<file path="src/rtl/uart_img_pkg.sv">
`default_nettype none
// ============================================================================
// Module      : uart_img_pkg
// Description : Shared definitions for the UART image path. Holds the packer
//               FSM state encoding and the fixed header word order.
// Revision    : 1.0 - initial release
// ============================================================================
package uart_img_pkg;

   // Packer control states: header capture, pixel streaming, header fault
   typedef enum logic [1:0] {
      S_HDR = 2'd0,
      S_PIX = 2'd1,
      S_ERR = 2'd2
   } state_e;

   // Position of each field within the image header
   localparam int unsigned HDR_W_IDX = 0;
   localparam int unsigned HDR_H_IDX = 1;
   localparam int unsigned HDR_X_IDX = 2;
   localparam int unsigned HDR_Y_IDX = 3;

endpackage
`default_nettype wire

</file>
<file path="src/rtl/uart_bit_packer.sv">
`default_nettype none
// ============================================================================
// Module      : uart_bit_packer
// Description : Little-endian byte-to-word accumulator. Each byte lands above
//               the bits already held; once PIX_W bits are available the low
//               PIX_W bits are emitted as a word (combinationally, on the byte
//               cycle) and the remainder shifts down.
// Revision    : 1.0 - initial release
// ============================================================================
module uart_bit_packer #(
   parameter int unsigned PIX_W = 12
) (
   input  logic             clk_uart,
   input  logic             rst_n,
   input  logic             byte_valid_i,
   input  logic [7:0]       byte_data_i,
   input  logic             clear_i,
   output logic             word_valid_o,
   output logic [PIX_W-1:0] word_o,
   output logic             acc_nonempty_o
);

   // Bit counter never exceeds PIX_W-1+8 = 23 for the legal widths
   localparam int unsigned CNT_W = 5;

   // Held bits are always fewer than PIX_W, and bits above cnt_q are zero
   logic [PIX_W-1:0] acc_q, acc_d;
   logic [CNT_W-1:0] cnt_q, cnt_d;
   logic [PIX_W+7:0] w_merged;
   logic [CNT_W-1:0] w_cnt_sum;

   assign w_merged       = {8'd0, acc_q} | ({{PIX_W{1'b0}}, byte_data_i} << cnt_q);
   assign w_cnt_sum      = cnt_q + CNT_W'(8);
   assign word_o         = w_merged[PIX_W-1:0];
   assign acc_nonempty_o = (cnt_q != '0);

   // Merge the incoming byte and split off a full word when enough bits exist
   always_comb begin
      acc_d        = acc_q;
      cnt_d        = cnt_q;
      word_valid_o = 1'b0;
      if (clear_i) begin
         acc_d = '0;
         cnt_d = '0;
      end else if (byte_valid_i) begin
         if (w_cnt_sum >= CNT_W'(PIX_W)) begin
            word_valid_o = 1'b1;
            acc_d        = PIX_W'(w_merged[PIX_W+7:PIX_W]);
            cnt_d        = w_cnt_sum - CNT_W'(PIX_W);
         end else begin
            acc_d = w_merged[PIX_W-1:0];
            cnt_d = w_cnt_sum;
         end
      end
   end

   // Accumulator state register
   always_ff @(posedge clk_uart or negedge rst_n) begin
      if (!rst_n) begin
         acc_q <= '0;
         cnt_q <= '0;
      end else begin
         acc_q <= acc_d;
         cnt_q <= cnt_d;
      end
   end

endmodule
`default_nettype wire

</file>
<file path="src/rtl/uart_pixel_packer.sv">
`default_nettype none
// ============================================================================
// Module      : uart_pixel_packer
// Description : Packs the UART byte stream into PIX_W-bit words, captures the
//               4-word image header and streams pixels into SRAM through a
//               single-slot req/ack write port. Pixels refresh continuously
//               from address HDR_WORDS once a frame completes.
//               Optional macro UART_PIXEL_PACKER_RESYNC_EN adds an idle
//               timeout that returns the packer to header capture.
// Revision    : 1.0 - initial release
// ============================================================================
module uart_pixel_packer
   import uart_img_pkg::*;
#(
   parameter int unsigned PIX_W       = 12,
   parameter int unsigned ADDR_W      = 19,
   parameter int unsigned DIM_W       = 11,
   parameter int unsigned HDR_WORDS   = 4,
   parameter int unsigned TIMEOUT_CYC = 4096
) (
   input  logic              clk_uart,
   input  logic              rst_n,
   input  logic              byte_valid,
   input  logic [7:0]        byte_data,
   output logic              wr_req,
   input  logic              wr_ack,
   output logic [ADDR_W-1:0] wr_addr,
   output logic [PIX_W-1:0]  wr_data,
   output logic [DIM_W-1:0]  img_width,
   output logic [DIM_W-1:0]  img_height,
   output logic [DIM_W-1:0]  img_x,
   output logic [DIM_W-1:0]  img_y,
   output logic              hdr_valid,
   output logic              frame_done,
   output logic              overflow,
   output logic              hdr_err
);

   localparam int unsigned HIDX_W = $clog2(HDR_WORDS) + 1;
   localparam int unsigned TOT_W  = 2 * DIM_W;

   if (!(PIX_W == 8 || PIX_W == 12 || PIX_W == 16) || TIMEOUT_CYC < 2) begin : g_bad_params
      $error("uart_pixel_packer: PIX_W must be 8, 12 or 16 and TIMEOUT_CYC at least 2");
   end

   state_e              state_q, state_d;
   logic [HIDX_W-1:0]   hdr_idx_q, hdr_idx_d;
   logic [TOT_W-1:0]    pix_idx_q, pix_idx_d;
   logic [TOT_W-1:0]    pix_total_q, pix_total_d;
   logic [ADDR_W-1:0]   next_addr_q, next_addr_d;
   logic                wr_req_q, wr_req_d;
   logic [ADDR_W-1:0]   wr_addr_q, wr_addr_d;
   logic [PIX_W-1:0]    wr_data_q, wr_data_d;
   logic [DIM_W-1:0]    img_width_q, img_width_d;
   logic [DIM_W-1:0]    img_height_q, img_height_d;
   logic [DIM_W-1:0]    img_x_q, img_x_d;
   logic [DIM_W-1:0]    img_y_q, img_y_d;
   logic                hdr_valid_q, hdr_valid_d;
   logic                frame_done_q, frame_done_d;
   logic                overflow_q, overflow_d;
   logic                hdr_err_q, hdr_err_d;
   logic                last_hdr_q, last_hdr_d;
   logic                last_pix_q, last_pix_d;

   logic                w_pk_valid;
   logic                w_word_valid;
   logic [PIX_W-1:0]    w_word;
   logic [DIM_W-1:0]    w_word_dim;
   logic                w_acc_nonempty;
   logic                w_resync;
   logic                w_ack;
   logic                w_hdr_done;
   logic                w_dims_ok;
   logic                w_slot_free;
   logic                w_take;
   logic [TOT_W-1:0]    w_total;
   logic [TOT_W-1:0]    w_total_eff;
   state_e              w_state_eff;

   // Bytes arriving after a header fault never reach the accumulator
   assign w_pk_valid = byte_valid && (state_q != S_ERR);

   uart_bit_packer #(
      .PIX_W (PIX_W)
   ) u_bit_packer (
      .clk_uart       (clk_uart),
      .rst_n          (rst_n),
      .byte_valid_i   (w_pk_valid),
      .byte_data_i    (byte_data),
      .clear_i        (w_resync),
      .word_valid_o   (w_word_valid),
      .word_o         (w_word),
      .acc_nonempty_o (w_acc_nonempty)
   );

   // Header fields are the word truncated or zero-extended to DIM_W
   for (genvar b = 0; b < DIM_W; b++) begin : g_dim_bits
      if (b < PIX_W) begin : g_copy
         assign w_word_dim[b] = w_word[b];
      end else begin : g_zero
         assign w_word_dim[b] = 1'b0;
      end
   end

`ifdef UART_PIXEL_PACKER_RESYNC_EN
   localparam int unsigned IDLE_W = $clog2(TIMEOUT_CYC);

   logic [IDLE_W-1:0] idle_q, idle_d;

   // Count idle cycles; the last idle cycle of the window triggers a resync
   always_comb begin
      idle_d   = idle_q;
      w_resync = 1'b0;
      if (byte_valid) begin
         idle_d = '0;
      end else if (idle_q == IDLE_W'(TIMEOUT_CYC - 1)) begin
         w_resync = w_acc_nonempty || (state_q != S_HDR);
      end else begin
         idle_d = idle_q + IDLE_W'(1);
      end
   end

   // Idle counter register
   always_ff @(posedge clk_uart or negedge rst_n) begin
      if (!rst_n) begin
         idle_q <= '0;
      end else begin
         idle_q <= idle_d;
      end
   end
`else
   logic w_unused_nonempty;

   assign w_resync          = 1'b0;
   assign w_unused_nonempty = w_acc_nonempty;
`endif

   // The last header write completing decides the state a same-cycle word sees
   assign w_ack       = wr_req_q & wr_ack;
   assign w_hdr_done  = w_ack & last_hdr_q;
   assign w_dims_ok   = (img_width_q != '0) && (img_height_q != '0);
   assign w_total     = TOT_W'(img_width_q) * TOT_W'(img_height_q);
   assign w_total_eff = w_hdr_done ? w_total : pix_total_q;
   assign w_state_eff = w_hdr_done ? (w_dims_ok ? S_PIX : S_ERR) : state_q;
   assign w_slot_free = ~wr_req_q | wr_ack;
   assign w_take      = w_word_valid && (w_state_eff != S_ERR);

   // Next-state logic: handshake slot, header capture, pixel addressing
   always_comb begin
      state_d      = state_q;
      hdr_idx_d    = hdr_idx_q;
      pix_idx_d    = pix_idx_q;
      pix_total_d  = pix_total_q;
      next_addr_d  = next_addr_q;
      wr_req_d     = wr_req_q;
      wr_addr_d    = wr_addr_q;
      wr_data_d    = wr_data_q;
      img_width_d  = img_width_q;
      img_height_d = img_height_q;
      img_x_d      = img_x_q;
      img_y_d      = img_y_q;
      hdr_valid_d  = hdr_valid_q;
      frame_done_d = 1'b0;
      overflow_d   = overflow_q;
      hdr_err_d    = hdr_err_q;
      last_hdr_d   = last_hdr_q;
      last_pix_d   = last_pix_q;

      if (w_ack) begin
         wr_req_d     = 1'b0;
         last_hdr_d   = 1'b0;
         last_pix_d   = 1'b0;
         frame_done_d = last_pix_q;
      end

      if (w_hdr_done) begin
         state_d     = w_state_eff;
         pix_total_d = w_total;
         hdr_valid_d = w_dims_ok;
         hdr_err_d   = hdr_err_q | ~w_dims_ok;
      end

      if (w_take) begin
         if (w_slot_free) begin
            wr_req_d    = 1'b1;
            wr_data_d   = w_word;
            wr_addr_d   = next_addr_q;
            next_addr_d = next_addr_q + ADDR_W'(1);
            if (w_state_eff == S_HDR) begin
               case (hdr_idx_q)
                  HIDX_W'(HDR_W_IDX): img_width_d  = w_word_dim;
                  HIDX_W'(HDR_H_IDX): img_height_d = w_word_dim;
                  HIDX_W'(HDR_X_IDX): img_x_d      = w_word_dim;
                  HIDX_W'(HDR_Y_IDX): img_y_d      = w_word_dim;
                  default: ;
               endcase
               hdr_idx_d  = hdr_idx_q + HIDX_W'(1);
               last_hdr_d = (hdr_idx_q == HIDX_W'(HDR_WORDS - 1));
            end else begin
               if (pix_idx_q == w_total_eff - TOT_W'(1)) begin
                  pix_idx_d   = '0;
                  next_addr_d = ADDR_W'(HDR_WORDS);
                  last_pix_d  = 1'b1;
               end else begin
                  pix_idx_d = pix_idx_q + TOT_W'(1);
               end
            end
         end else begin
            overflow_d = 1'b1;
         end
      end

      // Resync only fires on idle cycles, so no word is taken alongside it
      if (w_resync) begin
         state_d     = S_HDR;
         hdr_idx_d   = '0;
         pix_idx_d   = '0;
         next_addr_d = '0;
         hdr_valid_d = 1'b0;
         last_hdr_d  = 1'b0;
         last_pix_d  = 1'b0;
      end
   end

   // Control and output registers
   always_ff @(posedge clk_uart or negedge rst_n) begin
      if (!rst_n) begin
         state_q      <= S_HDR;
         hdr_idx_q    <= '0;
         pix_idx_q    <= '0;
         pix_total_q  <= '0;
         next_addr_q  <= '0;
         wr_req_q     <= 1'b0;
         wr_addr_q    <= '0;
         wr_data_q    <= '0;
         img_width_q  <= '0;
         img_height_q <= '0;
         img_x_q      <= '0;
         img_y_q      <= '0;
         hdr_valid_q  <= 1'b0;
         frame_done_q <= 1'b0;
         overflow_q   <= 1'b0;
         hdr_err_q    <= 1'b0;
         last_hdr_q   <= 1'b0;
         last_pix_q   <= 1'b0;
      end else begin
         state_q      <= state_d;
         hdr_idx_q    <= hdr_idx_d;
         pix_idx_q    <= pix_idx_d;
         pix_total_q  <= pix_total_d;
         next_addr_q  <= next_addr_d;
         wr_req_q     <= wr_req_d;
         wr_addr_q    <= wr_addr_d;
         wr_data_q    <= wr_data_d;
         img_width_q  <= img_width_d;
         img_height_q <= img_height_d;
         img_x_q      <= img_x_d;
         img_y_q      <= img_y_d;
         hdr_valid_q  <= hdr_valid_d;
         frame_done_q <= frame_done_d;
         overflow_q   <= overflow_d;
         hdr_err_q    <= hdr_err_d;
         last_hdr_q   <= last_hdr_d;
         last_pix_q   <= last_pix_d;
      end
   end

   assign wr_req     = wr_req_q;
   assign wr_addr    = wr_addr_q;
   assign wr_data    = wr_data_q;
   assign img_width  = img_width_q;
   assign img_height = img_height_q;
   assign img_x      = img_x_q;
   assign img_y      = img_y_q;
   assign hdr_valid  = hdr_valid_q;
   assign frame_done = frame_done_q;
   assign overflow   = overflow_q;
   assign hdr_err    = hdr_err_q;

endmodule
`default_nettype wire
</file>
<file path="config.mk">
export PLATFORM = sky130hd
export DESIGN_NAME = uart_pixel_packer
export DESIGN_NICKNAME = d
export VERILOG_FILES = /design/src/rtl/uart_img_pkg.sv /design/src/rtl/uart_bit_packer.sv /design/src/rtl/uart_pixel_packer.sv
export SDC_FILE = /design/constraint.sdc
export NUM_CORES = 1
export LEC_CHECK = 0
export BUFFER_PORTS_ARGS = -buffer_cell sky130_fd_sc_hd__buf_2
export CAP_MARGIN = 20
export CELL_PAD_IN_SITES_DETAIL_PLACEMENT = 0
export CELL_PAD_IN_SITES_GLOBAL_PLACEMENT = 1
export CORE_ASPECT_RATIO = 0.75
export CORE_MARGIN = 4
export CORE_UTILIZATION = 48
export DETAILED_ROUTE_END_ITERATION = 6
export PLACE_DENSITY = 0.87
export SLEW_MARGIN = 20
export SYNTH_ARGS = -nofsm -noshare
export SYNTH_HDL_FRONTEND = slang
export SYNTH_SLANG_ARGS = --single-unit
</file>
<file path="constraint.sdc">
create_clock -name clk_uart -period 9.2 [get_ports clk_uart]
set_input_delay 0.92 -clock clk_uart [delete_from_list [all_inputs] [get_ports clk_uart]]
set_output_delay 0.92 -clock clk_uart [all_outputs]
set_load 0.05 [all_outputs]
</file>
# --- After elaboration in Yosys (flattened, before gate mapping) ---
# Cells that the tools add are included.
totals:
  ff_bits: 167
  ramBits: 0
  input_bits: 12
  latch_bits: 0
  elab_cells: 82
  output_inout_bits: 80
  mem_bits_ro: 0
  n_memories: 0
op_classes:
  div: 0
  order_cmp: 1
  n_mul: 1
  mux: 23
  n_eq_ne: 6
  bitwise: 9
  shifts: 1
  n_reduce_logical: 15
  addsub: 6
op_table:
  columns: ["cell", "count"]
  rows:
  - ["$mux W22", 2]
  - ["$mux W19", 2]
  - ["$add A22 B1 Y22 const B", 1]
  - ["$eq A22 B22 Y1", 1]
  - ["$mul A11 B11 Y22", 1]
  - ["$reduce_bool A11 Y1", 2]
  - ["$sub A22 B1 Y22 const B", 1]
  - ["$or A12 B20 Y20", 1]
  - ["$shl A8 B5 Y20", 1]
  - ["$add A19 B1 Y19 const B", 1]
  - ["$reduce_and A4 Y1", 4]
  - ["$mux W1", 15]
  - ["$mux W12", 1]
  - ["$eq A3 B2 Y1 const B", 2]
  - ["$reduce_and A3 Y1", 2]
  - ["$add A5 B4 Y5 const B", 1]
  - ["$ge A5 B4 Y1 const B", 1]
  - ["$mux W5", 1]
  - ["$sub A5 B4 Y5 const B", 1]
  - ["$mux W2", 2]
  - ["$ne A2 B2 Y1 const B", 2]
  - ["$not A1 Y1", 4]
  - ["$reduce_and A2 Y1", 2]
  - ["$add A3 B1 Y3 const B", 1]
  - ["6 further kinds", 10]

# --- Longest topological paths before layout ---
# Gate-level depths: netlist (run 1).
depth:
  word_depth: 9
  mapped_depth: 29
  ltp_nobuf: 25

# --- Modules after synthesis ---
# From an unflattened synthesis (run 1), not the netlist that was laid out.
unflattened:
  hier_cells: 1361
  area_unflattened_um2: 12789.8
modules_own_cells:
  columns: ["module", "area_per_inst_um2", "seq_area_each_um2", "cells_each", "n_inst"]
  rows:
  - ["uart_pixel_packer", 11674.9, 3753.6, 1242, 1]
  - ["uart_bit_packer", 1114.8, 375.4, 119, 1]

# --- Worst setup path after synthesis (run 1) ---
# Ideal clock, no wire load.
synth_path:
  path_type: "register to register"
  start: "register img_width_q[0] (netlist: img_width[0])"
  end: "register pix_idx_q[4]"
  path_stages_with_launch: 26
  synth_period_minus_slack_ps: 7273
  n_path_buf: 3
  arrival_ps: 7155
  setup_ps: 119
  slack_ps: 1927
  t_required_ps: 9081
  cell_sequence: "dfrtp_1 > clkbuf_1 > nand2_1 > fa_1 > fa_1 > inv_1 > fa_1 > fa_1 > inv_1 > fa_1 > inv_1 > ha_1 > a21oi_1 > o21ai_0 > a21o_1 > or3_1 > a31oi_2 > nor3b_2 > xnor2_1 > or3_1 > a2111o_1 > nor4_4 > and2_1 > buf_4 > buf_6 > nor2_1"
synth_via:
  elab_chain_len: 7
  elab_cells_between_ends: 14
  cone_classes: "add/sub (1); mul (1); eq/ne (2); mux (4); bitwise (1); reduce/logical (5)"
synth_rtl:
  columns: ["element", "line_no", "rtl"]
  rows:
  - ["start, declared", "uart_pixel_packer.sv:54", "logic [DIM_W-1:0] img_width_q, img_width_d;"]
  - ["start signal, assigned", "uart_pixel_packer.sv:255", "img_width_q <= img_width_d;"]
  - ["parallel branches: the longest is 7 deep, another holds $mul A11 B11 Y22", null, null]
  - ["end signal, assigned", "uart_pixel_packer.sv:249", "pix_idx_q <= pix_idx_d;"]
  - ["end, declared", "uart_pixel_packer.sv:48", "logic [TOT_W-1:0] pix_idx_q, pix_idx_d;"]
# Several ways; the timed one is not identified.
# A chain may end at the register's enable or synchronous reset.

# --- Worst setup path in the final report (run 1) ---
layout_path:
  start: "register img_width_q[0] (netlist: img_width[0])"
  end: "register next_addr_q[2]"
layout_via:
  elab_chain_len: 7
  elab_cells_between_ends: 14
  cone_classes: "add/sub (1); mul (1); eq/ne (2); mux (5); reduce/logical (5)"
layout_rtl:
  columns: ["element", "line_no", "rtl"]
  rows:
  - ["parallel branches: the longest is 7 deep, another holds $mul A11 B11 Y22", null, null]
  - ["end signal, assigned", "uart_pixel_packer.sv:251", "next_addr_q <= next_addr_d;"]
  - ["end, declared", "uart_pixel_packer.sv:50", "logic [ADDR_W-1:0] next_addr_q, next_addr_d;"]
# Several ways; the timed one is not identified.

==> flow_metrics.env, run 1 <==
export IMPL_drt_drc_violations_left=0
export IMPL_final_period_utilization=0.845
export IMPL_cts_made_buffers=17
export IMPL_timing_final_setup_violations=0
export IMPL_route_final_wire_length_mm=27.4
export IMPL_synth_seq_area_share=0.343
export IMPL_post_drt_via_cell_ratio=5.32
export IMPL_synth_edf_count=0
export IMPL_setup_tns_final_ns=0
export IMPL_synth_seq_cells=165
export IMPL_grt_setup_unrepaired="no"
export IMPL_power_switching_w=0.00222
export IMPL_avgRoutedWirePerCell_um=16.1
export IMPL_cp_max_fo=38
export IMPL_timing_slew_headroom=0.342
export IMPL_intPower_w=0.00213
export IMPL_cts_clk_slew_worst_paths_ns=0.08
export IMPL_synthesis_nets=1467
export IMPL_dp_area_um2=12700
export IMPL_syn_to_final_growth_pct=10.8
export IMPL_synth_area_per_cell_um2=9.22
export IMPL_postSynth_asyncResetShare=1.00
export IMPL_placement_io_buffers=91
export IMPL_starting_density_of_the_core=0.495
export IMPL_fillers=2244
export IMPL_seq_power_share=0.268
export IMPL_arrival_ns=8.15
export IMPL_part_of_the_total_power_dissipated_in_combinational_logic=0.561
export IMPL_dp_final_hpwl_mm=20.4
export IMPL_route_antenna_remaining_nets=0
export IMPL_dr_pass1_iters=5
export IMPL_finalClockSkew_ns=0.0237
export IMPL_critPathKind="register to register"
export IMPL_yosys_most_used_dff="dfrtp_1"
export IMPL_required_ns=9.57
export IMPL_setup_worst_path_end_class="register"
export IMPL_static_leakage_power_nw=6.65
export IMPL_cts_resized=0
export IMPL_final_net_count=1521
export IMPL_finish_instance_area_um2=13300
export IMPL_fp_dieH_um=145
export IMPL_die_width_um=191
export IMPL_cts_path_max_buffers=2
export IMPL_floorplan_core_area_um2=24300
export IMPL_tritoncts="built"
export IMPL_number_of_antenna_violations_at_the_first_check_in_global_routing=0
export IMPL_synth_cells=1304
export IMPL_final_max_slew_viol_count=0
export IMPL_floorplan_rows=49
export IMPL_cts_root_buffer="clkbuf_16"
export IMPL_grt_pass1_vias=9226
export IMPL_drt_first_iter_violations=630
export IMPL_antenna_cells=0
export IMPL_worstHoldPathType="register to register"
export IMPL_gp_routability_congestion=0.875
export IMPL_finished_core_util=0.548
export IMPL_io_pins=92
export IMPL_timing_hold_violations_final=0
export IMPL_number_of_distinct_library_cells_after_synthesis=71
export IMPL_track_usage=0.208
export IMPL_tightest_slew_ns=0.987
export IMPL_peakVddDrop_mv=0.238
export IMPL_grt_first_pass_wirelength_mm=47.5
export IMPL_global_route_overflow_total=0
export IMPL_syn_cell_area_um2=12000
export IMPL_maxClockFrequency_mhz=129
export IMPL_clock_power_share=0.171
export IMPL_dieArea_um2=27700
export IMPL_num_vias=9062
export IMPL_worst_setup_path_start_kind="register"
export IMPL_power_share_switching=0.510
export IMPL_clkLatencyLatePin_ns=0.44
export IMPL_final_min_clock_period_ns=7.78
export IMPL_largest_net_degree_at_the_start_of_global_routing=86
export IMPL_yosysTopAreaCellShare=0.343
export IMPL_outcome="finished clean"
export IMPL_yosysWarnings=0
export IMPL_power_density_nw_per_um2=327
export IMPL_max_cap_violations=0
export IMPL_ctsHoldBuffers=0
export IMPL_layout_drive_gt1_share=0.125
export IMPL_cts_sinks=165
export IMPL_number_of_levels_in_the_clock_h_tree=4
export IMPL_post_synth_main_area_contributors="dfrtp_1 34%, fa_1 13%, ha_1 7.4%, nand2_1 5.4%, inv_1 4.0%"
export IMPL_post_cts_buffers=0
export IMPL_synth_largest_area_cell="dfrtp_1"
## power groups by stage
stage	Combinational [W]	Sequential [W]	Clock (W)
after floorplan	0.00162	0.00143	0
after global placement	0.00241	0.00117	0
after detailed placement	0.00246	0.00118	0
after CTS	0.00246	0.00116	0.000762
after global routing	0.00274	0.00120	0.000796
final	0.00244	0.00117	0.000746
## registers in the layout (all words and copies together), names as in the netlist
name / cells
overflow: 1
wr_req: 1
img_height: 11
state_q: 2
img_y: 11
pix_idx_q: 22
wr_addr: 19
frame_done: 1
hdr_valid: 1
pix_total_q: 22
img_width: 11
hdr_idx_q: 3
last_hdr_q: 1
u_bit_packer.cnt_q: 3
hdr_err: 1
img_x: 11
last_pix_q: 1
u_bit_packer.acc_q: 12
next_addr_q: 19
wr_data: 12
## layer usage
| layer | wire length, um | vias to the layer above | GRT usage |
|---|---|---|---|
| li1 | - | 4433 | - |
| met1 | 13600 | 4404 | 0.314 |
| met2 | 12200 | 207 | 0.317 |
| met3 | 1360 | 18 | 0.0430 |
| met4 | 221 | 0 | 0.0355 |
| met5 | 0 | - | 0 |
## synth_stat cells, types with 6 or more instances
library cell / n
a211oi_1: 7
a21o_1: 8
a21oi_1: 66
a22oi_1: 6
and2_1: 73
and3_1: 12
clkbuf_1: 50
dfrtp_1: 165
fa_1: 80
ha_1: 71
inv_1: 128
mux2_2: 25
nand2_1: 172
nand2b_1: 6
nand3_1: 30
nand4_1: 15
nor2_1: 102
nor3_1: 26
nor4_1: 7
o21ai_0: 70
or3_1: 8
xnor2_1: 42
xor2_1: 31
## placed cells by master, fill, tap and decap left out, types with 15 or more instances in the layout
cell,Yosys,final
a21oi_1,66,66
and2_1,73,73
buf_2,4,90
clkbuf_16,0,17
dfrtp_1,165,165
fa_1,80,80
ha_1,71,71
inv_1,128,128
mux2_2,25,25
nand2_1,172,172
nand3_1,30,30
nand4_1,15,15
nor2_1,102,101
nor3_1,26,26
o21ai_0,70,70
xnor2_1,42,42
xor2_1,31,31
## path summary, 6_finish.rpt
| kind | slack [ns] | to | depth (start not counted) | startpoint |
|---|---|---|---|---|
| setup / recovery | 1.42 | next_addr_q[2]$_DFFE_PN0P_ | 23 | img_width[0]$_DFFE_PN0P_ |
| hold / removal | 0.47 | hdr_err$_DFFE_PN0P_ | 1 | hdr_err$_DFFE_PN0P_ |
| setup reg to reg | 1.42 | next_addr_q[2]$_DFFE_PN0P_ | 23 | img_width[0]$_DFFE_PN0P_ |
| hold reg to reg | 0.47 | hdr_err$_DFFE_PN0P_ | 1 | hdr_err$_DFFE_PN0P_ |
| max in group asynchronous | 7.48 | img_height[10]$_DFFE_PN0P_ | 2 | rst_n |
| min in group asynchronous | 0.50 | wr_addr[18]$_DFFE_PN0P_ | 1 | rst_n |
## logic make-up after synthesis
logic type      count (synthesis)  synth area share
mux                            30            0.0276
simple gates                  477             0.191
flops                         165             0.343
buf+inv                       189            0.0613
compound gates                218             0.115
xor+xnor                       74            0.0551
fa+ha+maj                     151             0.207
## critical path: stages, from the launching register on
cell,delay (ns)
dfrtp_1,0.64
nand2_1,0.15
fa_1,0.53
fa_1,0.54
inv_1,0.06
fa_1,0.50
fa_1,0.55
inv_1,0.06
fa_1,0.53
inv_1,0.04
ha_1,0.38
a21oi_1,0.29
o21ai_0,0.13
a21o_1,0.21
or3_1,0.36
a31oi_2,0.40
nor3b_2,0.15
xnor2_1,0.15
or3_1,0.35
a2111o_1,0.40
nor4_4,0.51
and2_1,0.20
buf_4,0.38
o21bai_1,0.18
## final cells by class
| cell class | instances | area [um^2] | area share |
|---|---|---|---|
| repair buffers | 96 | 503 | 0.0378 |
| multi-input cells | 950 | 7160 | 0.538 |
| flip-flops and latches | 165 | 4130 | 0.310 |
| inverters | 128 | 480 | 0.0361 |
| clock inverters | 15 | 205 | 0.0154 |
| clock buffers | 17 | 425 | 0.0319 |
| well taps | 331 | 414 | 0.0311 |
## per-stage QoR
stage               setup WS (ns)  total power [W]  hold slack (ns)  cells
floorplan                    1.93          0.00305            0.442   1304
global placement             1.58          0.00358            0.449   1670
detailed placement           1.46          0.00363            0.452   1670
CTS                          1.45          0.00439            0.474   1702
global route                0.963          0.00474            0.487   1702
finish                       1.42          0.00436            0.474   1702
Power figures use the tool's default switching activity.
==> inputs of run 2 (changes only) <==
--- a/config.mk
+++ b/config.mk
@@ -11,9 +11,9 @@
 export CELL_PAD_IN_SITES_GLOBAL_PLACEMENT = 1
 export CORE_ASPECT_RATIO = 0.75
 export CORE_MARGIN = 4
-export CORE_UTILIZATION = 48
+export CORE_UTILIZATION = 43
 export DETAILED_ROUTE_END_ITERATION = 6
-export PLACE_DENSITY = 0.87
+export PLACE_DENSITY = 0.82
 export SLEW_MARGIN = 20
 export SYNTH_ARGS = -nofsm -noshare
 export SYNTH_HDL_FRONTEND = slang
==> constraint.sdc (replaced) <==
create_clock -name clk_uart -period 6.32 [get_ports clk_uart]
set_input_delay 0.632 -clock clk_uart [delete_from_list [all_inputs] [get_ports clk_uart]]
set_output_delay 0.632 -clock clk_uart [all_outputs]
set_load 0.05 [all_outputs]
==> run 2 against run 1 <==
The run now ends with negative setup slack left. Hold slack worse by 0.20 ns. Non-clock buffer count up 127. Clock skew down 0.0055 ns. Global-route usage down 0.72 points. Combinational power up 93%. Largest power group unchanged. Die area up 11%. Cell area up 10%. Critical endpoint is now pix_idx_q[6]$_DFFE_PN0P_. First-iteration DRC count up 4.9%. Sequential power up 40%.
==> flow_metrics.env, run 2 (synthesis results as in run 1) <==
export IMPL_starting_density_of_the_core=0.441
export IMPL_die_width_um=201
export IMPL_power_density_nw_per_um2=503
export IMPL_required_ns=6.63
export IMPL_floorplan_core_area_um2=27300
export IMPL_grt_setup_unrepaired="yes"
export IMPL_rr_startpoint="img_width[3]$_DFFE_PN0P_"
export IMPL_arrival_ns=6.78
export IMPL_part_of_the_total_power_dissipated_in_combinational_logic=0.637
export IMPL_syn_to_final_growth_pct=22.2
export IMPL_layout_drive_gt1_share=0.256
export IMPL_final_period_utilization=1.02
export IMPL_dp_final_hpwl_mm=22.7
export IMPL_floorplan_rows=52
export IMPL_ctsHoldBuffers=0
export IMPL_fp_dieH_um=153
export IMPL_cp_max_fo=19
export IMPL_number_of_placed_instances_taps_included=1786
export IMPL_worst_setup_path_start_kind="register"
export IMPL_finalClockSkew_ns=0.0182
export IMPL_number_of_levels_in_the_clock_h_tree=4
export IMPL_max_cap_violations=0
export IMPL_cts_root_buffer="clkbuf_16"
export IMPL_drt_first_iter_violations=661
export IMPL_gp_routability_congestion=0.886
export IMPL_critical_path_slowest_cell="or4_4"
export IMPL_grt_pass1_vias=10043
export IMPL_post_drt_via_cell_ratio=5.25
export IMPL_antenna_cells=0
export IMPL_worstReg2RegEnd="pix_idx_q[6]$_DFFE_PN0P_"
export IMPL_outcome="finished with violations"
export IMPL_buffer_and_inverter_count_on_the_worst_path=8
export IMPL_top_library_cells_by_usage_in_the_layout_fill_and_taps_aside="162 x nand2_1, 145 x dfrtp_1, 123 x inv_1, 123 x buf_4, 98 x nor2_1"
export IMPL_fillers=2483
export IMPL_grt_first_pass_wirelength_mm=51.2
export IMPL_cts_clk_slew_worst_paths_ns=0.07
export IMPL_reg_largest_list="pix_idx_q x22, pix_total_q x22"
export IMPL_tritoncts="built"
export IMPL_crit_path_max_incr_delay_ns=0.56
export IMPL_cts_path_max_buffers=2
export IMPL_clock_power_share=0.141
export IMPL_seq_power_share=0.222
export IMPL_clkLatencyLatePin_ns=0.44
export IMPL_maxClockFrequency_mhz=155
export IMPL_area_sequential_um2=4150
export IMPL_tightest_slew_ns=1.10
export IMPL_multi_input_comb_area_um2=7550
export IMPL_setup_worst_path_end_class="register"
export IMPL_cts_made_buffers=17
export IMPL_placement_io_buffers=91
export IMPL_num_vias=9704
export IMPL_peakVddDrop_mv=0.369
export IMPL_setup_reg_to_reg_worst_slack_ns=-0.15
export IMPL_static_leakage_power_nw=7.33
export IMPL_final_max_slew_viol_count=0
export IMPL_io_pins=92
export IMPL_largest_net_degree_at_the_start_of_global_routing=106
export IMPL_finished_core_util=0.539
export IMPL_cp_top_family="adder cells"
export IMPL_violations="negative setup slack"
export IMPL_critPathKind="register to register"
export IMPL_timing_hold_violations_final=0
export IMPL_timing_slew_headroom=0.266
export IMPL_avgRoutedWirePerCell_um=16.2
export IMPL_timing_final_setup_violations=41
export IMPL_cts_sinks=165
export IMPL_number_of_antenna_violations_at_the_first_check_in_global_routing=0
export IMPL_reg2regPathDepth=27
export IMPL_worst_slack_ns=-0.149
export IMPL_post_layout_nonfiller_instances=1849
export IMPL_intPower_w=0.00388
export IMPL_final_min_clock_period_ns=6.47
export IMPL_final_net_count=1648
export IMPL_power_switching_w=0.00352
export IMPL_route_antenna_remaining_nets=0
export IMPL_track_usage=0.201
export IMPL_mostFrequentLayoutCell="nand2_1"
export IMPL_global_route_overflow_total=0
export IMPL_power_share_switching=0.476
export IMPL_drt_drc_violations_left=0
export IMPL_dieArea_um2=30700
export IMPL_worstHoldPathType="input pin to async pin"
export IMPL_route_final_wire_length_mm=30.0
export IMPL_dr_pass1_iters=5
run 2: what timing repair did:
item	CTS	global route
setup buffers	25	6
hold endpoints to repair	0	0
endpoints found under the setup margin	42	42
pin swaps	15	27
resized for setup	36	18
run 2: worst max-delay path by stage:
stage,start,to,slack (ns),cells after the start
after floorplan,img_height[2]$_DFFE_PN0P_,pix_idx_q[4]$_DFFE_PN0P_,-0.14,25
after global placement,img_width[7]$_DFFE_PN0P_,pix_idx_q[2]$_DFFE_PN0P_,-0.24,23
after detailed placement,img_height[2]$_DFFE_PN0P_,pix_idx_q[2]$_DFFE_PN0P_,-0.33,24
after CTS,img_width[5]$_DFFE_PN0P_,pix_idx_q[2]$_DFFE_PN0P_,-0.24,23
after global routing,img_width[5]$_DFFE_PN0P_,pix_idx_q[2]$_DFFE_PN0P_,-0.47,24
final,img_width[3]$_DFFE_PN0P_,pix_idx_q[6]$_DFFE_PN0P_,-0.15,27
run 2: per-layer routing:
layer,track usage,vias to the layer above,part of all wire,wire length [um]
met3,0.0396,20,0.049,1460
met5,0,-,0,0
met4,0.0396,0,0.0078,234
li1,-,4679,-,-
met1,0.296,4800,0.50,15000
met2,0.312,205,0.45,13400
run 2: cell type report:
class                           instances  area share
Clock buffer                           19      0.0301
Clock inverter                         13     0.00919
Inverter                              128      0.0327
Multi-Input combinational cell        950       0.514
Sequential cell                       165       0.283
Tap cell                              351      0.0299
Timing Repair Buffer                  223       0.102
run 2: power groups by stage:
stage / combinational (W) / sequential, W / clock (W)
2_1_floorplan: 0.00263 / 0.00210 / 0
3_3_place_gp: 0.00433 / 0.00166 / 0
3_5_place_dp: 0.00442 / 0.00166 / 0
4_1_cts: 0.00467 / 0.00163 / 0.00106
5_1_grt: 0.00520 / 0.00168 / 0.00111
6_report: 0.00471 / 0.00164 / 0.00104
run 2: metrics by stage:
step	TNS [ns]	cell area, um^2	power (W)	setup slack (ns)	hold WS, ns
6_report	-5.06	14700	0.00739	-0.149	0.274
2_1_floorplan	-3.93	12400	0.00473	-0.143	0.336
3_3_place_gp	-7.74	13700	0.00598	-0.240	0.449
4_1_cts	-8.75	14600	0.00736	-0.244	0.338
5_1_grt	-17.87	14700	0.00799	-0.466	0.354
3_5_place_dp	-11.53	13700	0.00609	-0.332	0.458
